$ cat config.mk
export PLATFORM = sky130hd
export DESIGN_NAME = hsv_core_wb_arbiter
export DESIGN_NICKNAME = d
export VERILOG_FILES = /design/src/rtl/hsv_core_pkg.sv /design/src/rtl/hsv_core_rr_arbiter.sv /design/src/rtl/hsv_core_wb_arbiter.sv
export SDC_FILE = /design/constraint.sdc
export NUM_CORES = 1
export LEC_CHECK = 0
export BUFFER_PORTS_ARGS = -buffer_cell sky130_fd_sc_hd__buf_4
export CAP_MARGIN = 5
export CORE_MARGIN = 4
export CORE_UTILIZATION = 50
export CTS_BUF_LIST = sky130_fd_sc_hd__clkbuf_2
export DETAILED_ROUTE_END_ITERATION = 8
export PLACE_DENSITY = 0.8
export SLEW_MARGIN = 0
export SYNTH_ARGS = -nofsm -noshare
export SYNTH_HDL_FRONTEND = slang
export SYNTH_HIERARCHICAL = 1
export SYNTH_SLANG_ARGS = --single-unit
$ cat constraint.sdc
create_clock -name clk_core -period 8.7 [get_ports clk_core]
set_input_delay 1.74 -clock clk_core [delete_from_list [all_inputs] [get_ports clk_core]]
set_output_delay 1.74 -clock clk_core [all_outputs]
set_load 0.01 [all_outputs]
$ cat src/rtl/hsv_core_pkg.sv
// Shared core types for the issue/writeback path: register address, data word,
// per-register mask, and the writeback requester numbering.
package hsv_core_pkg;

  localparam int REG_ADDR_W = 5;
  localparam int XLEN       = 32;
  localparam int WB_NUM_REQ = 5;

  typedef logic [REG_ADDR_W-1:0]      reg_addr;
  typedef logic [XLEN-1:0]            word;
  typedef logic [(1<<REG_ADDR_W)-1:0] reg_mask;

  typedef enum logic [2:0] {
    WB_ALU,
    WB_FOO,
    WB_MEM,
    WB_BRANCH,
    WB_CTRLSTATUS
  } wb_req_idx_t;

  function automatic reg_mask reg_onehot(input reg_addr addr);
    return reg_mask'(1) << addr;
  endfunction

endpackage

$ cat src/rtl/hsv_core_rr_arbiter.sv
// Round-robin arbiter: one-hot grant to the first requester after the last
// winner (with wrap), plus the pointer that remembers that winner.
module hsv_core_rr_arbiter #(
  parameter  int N     = 4,
  localparam int IDX_W = (N > 1) ? $clog2(N) : 1
) (
  input  logic             clk_core,
  input  logic             rst_core,
  input  logic [N-1:0]     req,
  input  logic             advance,
  output logic [N-1:0]     grant,
  output logic [IDX_W-1:0] grant_idx
);

  logic [IDX_W-1:0] last_reg;
  logic             found;
  int               idx;

  always_comb begin
    grant     = '0;
    grant_idx = '0;
    found     = 1'b0;
    idx       = 0;
    for (int k = 1; k <= N; k++) begin
      idx = (int'(last_reg) + k) % N;
      if (!found && req[idx]) begin
        found      = 1'b1;
        grant[idx] = 1'b1;
        grant_idx  = IDX_W'(idx);
      end
    end
  end

  // Requester 0 is scanned first out of reset.
  always_ff @(posedge clk_core) begin
    if (rst_core) begin
      last_reg <= IDX_W'(N - 1);
    end else if (advance) begin
      last_reg <= grant_idx;
    end
  end

endmodule

$ cat src/rtl/hsv_core_wb_arbiter.sv
// Writeback arbiter: shares the regfile write port and commit_mask among the
// execution units. Optional conflict counter enabled by HSV_WB_ARB_PERF_EN.
module hsv_core_wb_arbiter
  import hsv_core_pkg::*;
#(
  parameter  int NUM_REQ = WB_NUM_REQ,
  localparam int IDX_W   = (NUM_REQ > 1) ? $clog2(NUM_REQ) : 1
) (
  input  logic                    clk_core,
  input  logic                    rst_core,
  input  logic                    flush_req,
  output logic                    flush_ack,
  input  logic [NUM_REQ-1:0]      req_valid_i,
  output logic [NUM_REQ-1:0]      req_ready_o,
  input  reg_addr [NUM_REQ-1:0]   req_rd_addr,
  input  word [NUM_REQ-1:0]       req_rd_data,
  input  logic [NUM_REQ-1:0]      req_rd_we,
  output reg_addr                 wr_addr,
  output word                     wr_data,
  output logic                    wr_en,
  output reg_mask                 commit_mask
`ifdef HSV_WB_ARB_PERF_EN
 ,output logic [31:0]             conflict_cnt
`endif
);

  logic [NUM_REQ-1:0] arb_req;
  logic [NUM_REQ-1:0] grant;
  logic [IDX_W-1:0]   grant_idx;
  logic               fire;
  reg_addr            sel_addr;
  word                sel_data;
  logic               sel_write;

  reg_addr wr_addr_reg;
  word     wr_data_reg;
  logic    wr_en_reg;
  reg_mask commit_mask_reg;
  logic    flush_ack_reg;

  // Masking the requests during flush keeps both grant and pointer frozen.
  assign arb_req = flush_req ? '0 : req_valid_i;

  hsv_core_rr_arbiter #(.N(NUM_REQ)) u_rr (
    .clk_core  (clk_core),
    .rst_core  (rst_core),
    .req       (arb_req),
    .advance   (fire),
    .grant     (grant),
    .grant_idx (grant_idx)
  );

  assign req_ready_o = grant;
  assign fire        = |grant;
  assign sel_addr    = req_rd_addr[grant_idx];
  assign sel_data    = req_rd_data[grant_idx];
  assign sel_write   = req_rd_we[grant_idx] && (sel_addr != '0);

  // x0 writes and no-write retirements produce neither a write nor a commit bit.
  always_ff @(posedge clk_core) begin
    if (rst_core) begin
      wr_en_reg       <= 1'b0;
      wr_addr_reg     <= '0;
      wr_data_reg     <= '0;
      commit_mask_reg <= '0;
      flush_ack_reg   <= 1'b1;
    end else begin
      flush_ack_reg <= flush_req;
      if (fire) begin
        wr_en_reg       <= sel_write;
        wr_addr_reg     <= sel_addr;
        wr_data_reg     <= sel_data;
        commit_mask_reg <= sel_write ? reg_onehot(sel_addr) : '0;
      end else begin
        wr_en_reg       <= 1'b0;
        commit_mask_reg <= '0;
      end
    end
  end

  assign wr_en       = wr_en_reg;
  assign wr_addr     = wr_addr_reg;
  assign wr_data     = wr_data_reg;
  assign commit_mask = commit_mask_reg;
  assign flush_ack   = flush_ack_reg;

`ifdef HSV_WB_ARB_PERF_EN
  logic [31:0] conflict_cnt_reg;

  always_ff @(posedge clk_core) begin
    if (rst_core) begin
      conflict_cnt_reg <= '0;
    end else if (!flush_req && ($countones(req_valid_i) >= 2) && (conflict_cnt_reg != '1)) begin
      conflict_cnt_reg <= conflict_cnt_reg + 32'd1;
    end
  end

  assign conflict_cnt = conflict_cnt_reg;
`endif

endmodule

* Yosys cells after proc, flatten, opt, wreduce, memory -nomap -nowiden
Index checks and enable logic that the tools add are counted.
** Word-level totals
- Flip-flop bits (word level) :: 74
- Output and inout bits :: 76
** Cells by class
- Add/subtract/negate cells :: 5
- Div/mod/pow operators :: 5
- Magnitude comparators :: 11
- Shift operators :: 1
- Multiplexer cells :: 46
- Bitwise operators :: 6
- Reductions and logical operators :: 18
** Operators by type and width (number)
- 32-bit by 1-bit >= comparator with 1-bit output, second input constant :: 5
- 32-bit by 5-bit < comparator with 1-bit output, second input constant :: 5
- 32-bit by 4-bit modulo with 32-bit output, second input constant :: 5
- 32-bit binary-select mux with 3-bit select :: 1
- 5-bit two-way mux :: 7
- 32-bit two-way mux :: 1
- 1-bit by 5-bit left shift with 32-bit output, first input constant :: 1
- 1-bit two-way mux :: 20
- 5-bit bitwise OR :: 4
- 1-bit binary-select mux with 3-bit select :: 6
- 5-bit binary-select mux with 3-bit select :: 1
- 1-bit demux with 3-bit select :: 5
- 3-bit two-way mux :: 5
- 1-bit logical AND :: 10
- 3-bit by 2-bit adder with 4-bit output, second input constant :: 2
- 3-bit by 3-bit adder with 4-bit output, second input constant :: 2
- 5-bit nonzero test :: 1
- 5-bit OR reduction :: 1
- 3-bit by 1-bit adder with 4-bit output, second input constant :: 1
- 1-bit logical NOT :: 4
- 3-bit by 4-bit < comparator with 1-bit output, second input constant :: 1
- 3-bit OR reduction :: 1
- 1-bit NOT :: 2
- 2-bit OR reduction :: 1

* Longest topological paths before layout
Gate-level depths: netlist of the first run.
- Word-level depth :: 24
- Mapped depth :: 29

* Hierarchy
Netlist of the first run, hierarchy kept.
** Modules (own cells, without submodules)
- hsv_core_wb_arbiter :: times used 1, cells an instance 367, area an instance 3628.5 sq um, seq. area each 1421.4 sq um
- hsv_core_rr_arbiter :: times used 1, cells an instance 395, area an instance 2785.2 sq um, seq. area each 60.1 sq um

* Worst setup path after synthesis of the first run
Ideal clock, no wire load.
- Path kind :: flip-flop to output port
- From :: reg u_rr.last_reg[0]
- To :: out req_ready_o[0]
- Data arrival time :: 4915 ps
- Data required time :: 6960 ps
- Path slack :: 2045 ps
- Stages on the path, launching flop included :: 21
- Buffers on the path :: 3
- Path through :: dfxtp_1 -> buf_2 -> buf_2 -> inv_2 -> ha_1 -> clkbuf_1 -> clkinv_1 -> ha_1 -> or2_2 -> o211ai_1 -> nand2_1 -> ha_1 -> nand2b_1 -> nand2_1 -> o211ai_4 -> mux2i_1 -> and2_1 -> o2bb2ai_2 -> nand2_2 -> or4b_1 -> nand3_1
** Between the ends
- Word-level cells in the longest chain between the ends :: 18
** RTL lines
- from (decl) :: line hsv_core_rr_arbiter.sv:15 : logic [IDX_W-1:0] last_reg;
- from (signal assigned) :: line hsv_core_rr_arbiter.sv:37 : last_reg <= IDX_W'(N - 1);
- from (signal assigned) :: line hsv_core_rr_arbiter.sv:39 : last_reg <= grant_idx;
- branches (longest 17 deep; another with 32-bit by 4-bit modulo with 32-bit output)
- 5-bit two-way mux (*) :: line hsv_core_rr_arbiter.sv:26 : if (!found && req[idx]) begin
- to (decl) :: line hsv_core_wb_arbiter.sv:14 : output logic [NUM_REQ-1:0] req_ready_o,
Mark *: on every way between the ends. The select of a mux whose other input is x is not followed.

* Final worst setup path of the first run
- From :: reg u_rr.last_reg[1]
- To :: out req_ready_o[0]
Same word-level chain as after synthesis.

==> flow_summary.toml, run 1 <==
[run_status]
outcome = "complete, no violations"

[die]
die_area_um2 = 14700
die_w_um = 121.3
num_io_pins = 274
die_h_um = 121.3
core_um2 = 12570
start_util = 0.5103
rows = 41

[detailed_routing]
wl_per_cell_um = 20.09
drt_pass1_iterations = 6
wirelength_um = 23800
ant_nets = 0
post-route-drc-count = 0
vias = 7041
vias_per_cell = 5.942
drtIter0Drc = 546

[worst_hold_path]
min_from = "wr_data[5]"
hold_path_end = "wr_data[5]"
hold_path.class = "reg -> reg"
whs_path_depth = 2

[logic_synthesis]
yosys_warnings = 6
synth-main-ff-cell = "dfxtp_1"
synth_seq_area_share = 0.2310
synth_area_per_cell_um2 = 8.417
synth_fp_nets = 994
synth-seq-cells = 74
netlist_instances = 762
synth_edf_count = 0
synth_cell_type_count = 89
ys_async_sr_fraction = 0
netlist_area_um2 = 6414

[sta]
max-slew-margin-rel = 0.3586
fin_ws_ns = 0.9049
hold_slack_ns = 0.4760
finalCriticalPeriod_ns = 7.795
setup_violations = 0
worstMarginPinSlew_ns = 0.9587
slew_violations = 0
rsz0062_at_grt = "false"
fin_skew_ns = 0.03648
setup_tns_ns = 0
hold_viol_final = 0
fin_crit_sh = 0.8960
max_freq_ghz = 0.1283

[flow_run]
drv_cap = 0

[clock_network]
htreeDepth = 3
path_clk_slew_ns = 0.24
holdBufCountCts = 0
insertion_delay_ns = 0.53
clockRootBuffer = "clkbuf_2"
cts_resized = 0
clock-sinks = 74
post_cts.repair.setup_buffers = 0
cts-buffers-inserted = 9
clk_path_buf_depth = 2
cts_tree = "built"

[final_layout]
syn_to_final_growth_pct = 34.57
final_common_cell = "buf_4"
nets = 1240
drive_gt1_frac = 0.3692
antenna_cells = 0
final_cell_mix = "282 x buf_4, 81 x nand2_1, 74 x dfxtp_1, 56 x a21oi_1"

[global_route]
grt_util_all_layers = 0.3071
antenna_found_initial = 2
grt_max_degree = 43
grt_pass1_vias = 6713
grt_pass1_wl_um = 35720
grt-ovfl-total = 0

[critical_path]
rrSetupSlack_ns = 1.58
required_ns = 6.96
critical_path_class = "reg -> out"
worst_setup_path_start_kind = "flip-flop"
r2r_cells = 22
cp.arrival_ns = 6.06
r2r_start = "u_rr/last_reg[1]"
end_kind = "primary output"
r2r-end = "commit_mask[28]"
crit_fanout = 20

[placement]
dpl.hpwl_um = 19340
gp_congestion = 0.9872
io_buffers = 273
place_ws_ns = 1.597
[worst max path at each step]
stage                startpoint        endpoint  slack, ns  cells past startpoint
5_1_grt        u_rr/last_reg[1]  req_ready_o[0]       0.47                     19
3_5_place_dp   u_rr/last_reg[1]  req_ready_o[0]       1.60                     19
6_report       u_rr/last_reg[1]  req_ready_o[0]       0.90                     19
4_1_cts        u_rr/last_reg[1]  req_ready_o[0]       0.95                     19
2_1_floorplan  u_rr/last_reg[0]  req_ready_o[0]       2.04                     20
3_3_place_gp   u_rr/last_reg[1]  req_ready_o[0]       1.81                     19
[layout make-up]
type	count	area (µm²)
timing repair buffer	282	2117
inverter	30	115.1
fill	1050	3938
sequential	74	1481
tap	172	215.2
clock inverter	7	83.83
clock buffer	9	45.04
multi-input combinational	611	4573
[per-stage QoR]
| step | area (µm²) | utilization | cells |
|---|---|---|---|
| global route | 8631 | 0.6867 | 1185 |
| finish | 8631 | 0.6867 | 1185 |
| CTS | 8631 | 0.6867 | 1185 |
| global placement | 8502 | 0.6765 | 1169 |
| floorplan | 6414 | - | 762 |
| detailed placement | 8502 | 0.6765 | 1169 |
[routing by layer]
layer | track usage | vias to the layer above | wire [µm]
met5 | 0 | - | 21
met4 | 0.1239 | 4 | 1050
met3 | 0.09510 | 73 | 2528
met2 | 0.4877 | 368 | 10990
met1 | 0.3890 | 3287 | 9208
li1 | - | 3309 | -
[worst max-delay path: stages, from the launching register on]
cell and delay, ns:
dfxtp_1 0.71, inv_1 0.31, ha_1 0.35, buf_4 0.22
clkinv_1 0.28, ha_1 0.33, or2_2 0.33, o211ai_1 0.20
nand2_1 0.13, ha_1 0.26, nand2b_1 0.13, nand2_1 0.10
o211ai_4 0.31, mux2i_1 0.40, and2_1 0.26, o2bb2ai_2 0.24
nand2_2 0.15, or4b_1 0.54, nand3_1 0.15, buf_4 0.15
[synth_stat cells, drive strengths merged, types with 3 or more instances]
| cell type | instances | area [µm²] |
|---|---|---|
| nand2 | 85 | 324.1 |
| dfxtp | 74 | 1481 |
| o21ai | 57 | 289.0 |
| a21oi | 56 | 280.3 |
| nor2 | 55 | 209.0 |
| nor2b | 40 | 250.2 |
| ha | 34 | 425.4 |
| mux4 | 32 | 720.7 |
| inv | 29 | 111.4 |
| nor3 | 29 | 150.1 |
| buf | 25 | 176.4 |
| clkbuf | 22 | 82.58 |
| mux2i | 22 | 220.2 |
| nand3 | 16 | 80.08 |
| xnor2 | 13 | 173.9 |
| a211oi | 12 | 102.6 |
| nand2b | 12 | 75.07 |
| or2 | 10 | 65.07 |
| a31oi | 8 | 50.05 |
| nand4 | 8 | 50.05 |
| o22ai | 8 | 63.81 |
| or3 | 8 | 50.05 |
| nor4 | 7 | 43.79 |
| a21o | 6 | 45.04 |
| a32o | 6 | 60.06 |
| o311ai | 6 | 85.09 |
| nand3b | 5 | 37.54 |
| a221o | 4 | 40.04 |
| a221oi | 4 | 47.55 |
| a311oi | 4 | 35.03 |
| and2 | 4 | 25.02 |
| mux2 | 4 | 52.55 |
| o211ai | 4 | 48.79 |
| o21bai | 4 | 30.03 |
| a311o | 3 | 30.03 |
| nor3b | 3 | 22.52 |
| o221ai | 3 | 26.28 |
| o31ai | 3 | 22.52 |
| o32a | 3 | 30.03 |
| o32ai | 3 | 26.28 |
[kinds of logic after synthesis]
family          after synthesis  share of synthesized area
mux                          58                     0.1549
flops                        74                     0.2310
other cells                   1                  0.0005847
xor+xnor                     15                    0.02985
compound gates              212                     0.2296
fa+ha+maj                    34                    0.06633
buf+inv                      77                    0.05833
simple gates                291                     0.2294
Power of run 1 is not shown: default switching activity piles up to over one toggle a cycle in this logic, so the estimate is an artifact.
==> run 2: changes to the inputs <==
--- a/config.mk
+++ b/config.mk
@@ -12,6 +12,7 @@
 export CTS_BUF_LIST = sky130_fd_sc_hd__clkbuf_2
 export DETAILED_ROUTE_END_ITERATION = 8
 export PLACE_DENSITY = 0.8
+export REMOVE_ABC_BUFFERS = 1
 export SLEW_MARGIN = 0
 export SYNTH_ARGS = -nofsm -noshare
 export SYNTH_HDL_FRONTEND = slang
==> flow_summary.toml, run 2 (same netlist as run 1, synthesis figures left out) <==
[detailed_routing]
drt_pass1_iterations = 6
vias = 6986
ant_nets = 0
post-route-drc-count = 0
vias_per_cell = 5.910
wl_per_cell_um = 21.43
drtIter0Drc = 623
wirelength_um = 25340

[placement]
io_buffers = 273
place_ws_ns = 1.277
gp_congestion = 0.9834
dpl_cell_area_um2 = 8479
dpl.hpwl_um = 20490

[clock_network]
clockRootBuffer = "clkbuf_2"
cts-buffers-inserted = 9
clk_path_buf_depth = 2
path_clk_slew_ns = 0.23
cts_tree = "built"
insertion_delay_ns = 0.57
holdBufCountCts = 0
cts_resized = 0
htreeDepth = 3
clock-sinks = 74
post_cts.repair.setup_buffers = 0

[critical_path]
required_ns = 6.96
end_kind = "primary output"
cp_slowest_cell = "ha_1"
crit_top_cell = "ha_1"
cp_cell_sequence = "inv_1 > ha_1 > clkinv_1 > ha_1 > or2_2 > o211ai_1 > nand2_1 > ha_1 > nand2b_1 > nand2_1 > o211ai_4 > mux2i_1 > and2_1 > o2bb2ai_2 > nand2_2 > or4b_1 > nand3_1 > buf_4"
r2r_start = "u_rr/last_reg[1]"
crit_fanout = 20
r2r_cells = 21
critical_path_class = "reg -> out"
rrSetupSlack_ns = 1.25
r2r-end = "wr_data[21]"
cp.arrival_ns = 6.41
worst_setup_path_start_kind = "flip-flop"
slowest_delay_ns = 0.74

[final_layout]
nets = 1237
nFillCells = 1045
multi_input_comb_area_um2 = 4573
finalInstanceArea_um2 = 8601
fin_util = 0.6843
syn_to_final_growth_pct = 34.10
final_common_cell = "buf_4"
final_cell_mix = "279 x buf_4, 81 x nand2_1, 74 x dfxtp_1, 56 x a21oi_1"
antenna_cells = 0
drive_gt1_frac = 0.3673
regArea_um2 = 1481

[global_route]
grt_util_all_layers = 0.3300
grt_pass1_vias = 6513
grt-ovfl-total = 0
grt_max_degree = 47
antenna_found_initial = 0
grt_pass1_wl_um = 37360

[sta]
worstMarginPinSlew_ns = 1.123
setup_violations = 0
finalCriticalPeriod_ns = 8.150
max_freq_ghz = 0.1227
rsz0062_at_grt = "false"
fin_ws_ns = 0.5504
fin_crit_sh = 0.9367
slew_violations = 0
fin_skew_ns = 0.03754
max-slew-margin-rel = 0.2512
setup_tns_ns = 0
hold_viol_final = 0

[die]
core_um2 = 12570
num_io_pins = 274
die_area_um2 = 14700
die_w_um = 121.3
rows = 41
die_h_um = 121.3
start_util = 0.5103

[worst_hold_path]
min_from = "wr_data[16]"
hold_path.class = "reg -> reg"
hold_path_end = "wr_data[16]"
whs_path_depth = 2

[run_status]
outcome = "complete, no violations"

[flow_run]
drv_cap = 0
==> run 2: per-stage QoR <==
step           hold WS [ns]  instances
6_report             0.4811       1182
5_1_grt              0.5015       1182
4_1_cts              0.4861       1182
3_5_place_dp         0.4504       1166
3_3_place_gp         0.4357       1166
2_1_floorplan        0.4835        715
==> run 2: worst max-delay path by stage <==
stage	depth (start not counted)	slack (ns)	endpoint	startpoint
after floorplan	22	0.69	wr_en	u_rr/last_reg[0]
after global placement	18	1.47	req_ready_o[0]	u_rr/last_reg[1]
after detailed placement	18	1.28	req_ready_o[0]	u_rr/last_reg[1]
after CTS	18	0.62	req_ready_o[0]	u_rr/last_reg[1]
after global routing	18	0.02	req_ready_o[0]	u_rr/last_reg[1]
final	18	0.55	req_ready_o[0]	u_rr/last_reg[1]
==> run 2: critical path, delay by kind of cell, from the launching register on <==
kind | cells | cell delay, ns
AND/OR/NAND/NOR | 8 | 1.77
adder cells (fa/ha/maj) | 3 | 1.36
buffers and inverters | 3 | 0.88
flip-flops | 1 | 0.73
AO/OA/AOI/OAI | 3 | 0.73
multiplexers | 1 | 0.38
==> run 2: cell type report <==
cell class | instances | share of cell area
timing repair buffer | 279 | 0.2435
tap | 172 | 0.02502
clock buffer | 9 | 0.005237
multi-input combinational | 611 | 0.5317
inverter | 30 | 0.01338
sequential | 74 | 0.1722
clock inverter | 7 | 0.008874
==> run 2: routing by layer <==
metal / GRT usage / routed length [µm] / vias to the layer above
met1: 0.4475 / 10230 / 3214
li1: - / - / 3310
met5: 0 / 0 / -
met3: 0.1422 / 3638 / 56
met4: 0.09034 / 671 / 0
met2: 0.4804 / 10790 / 406
Power of run 2 is left out for the same reason.
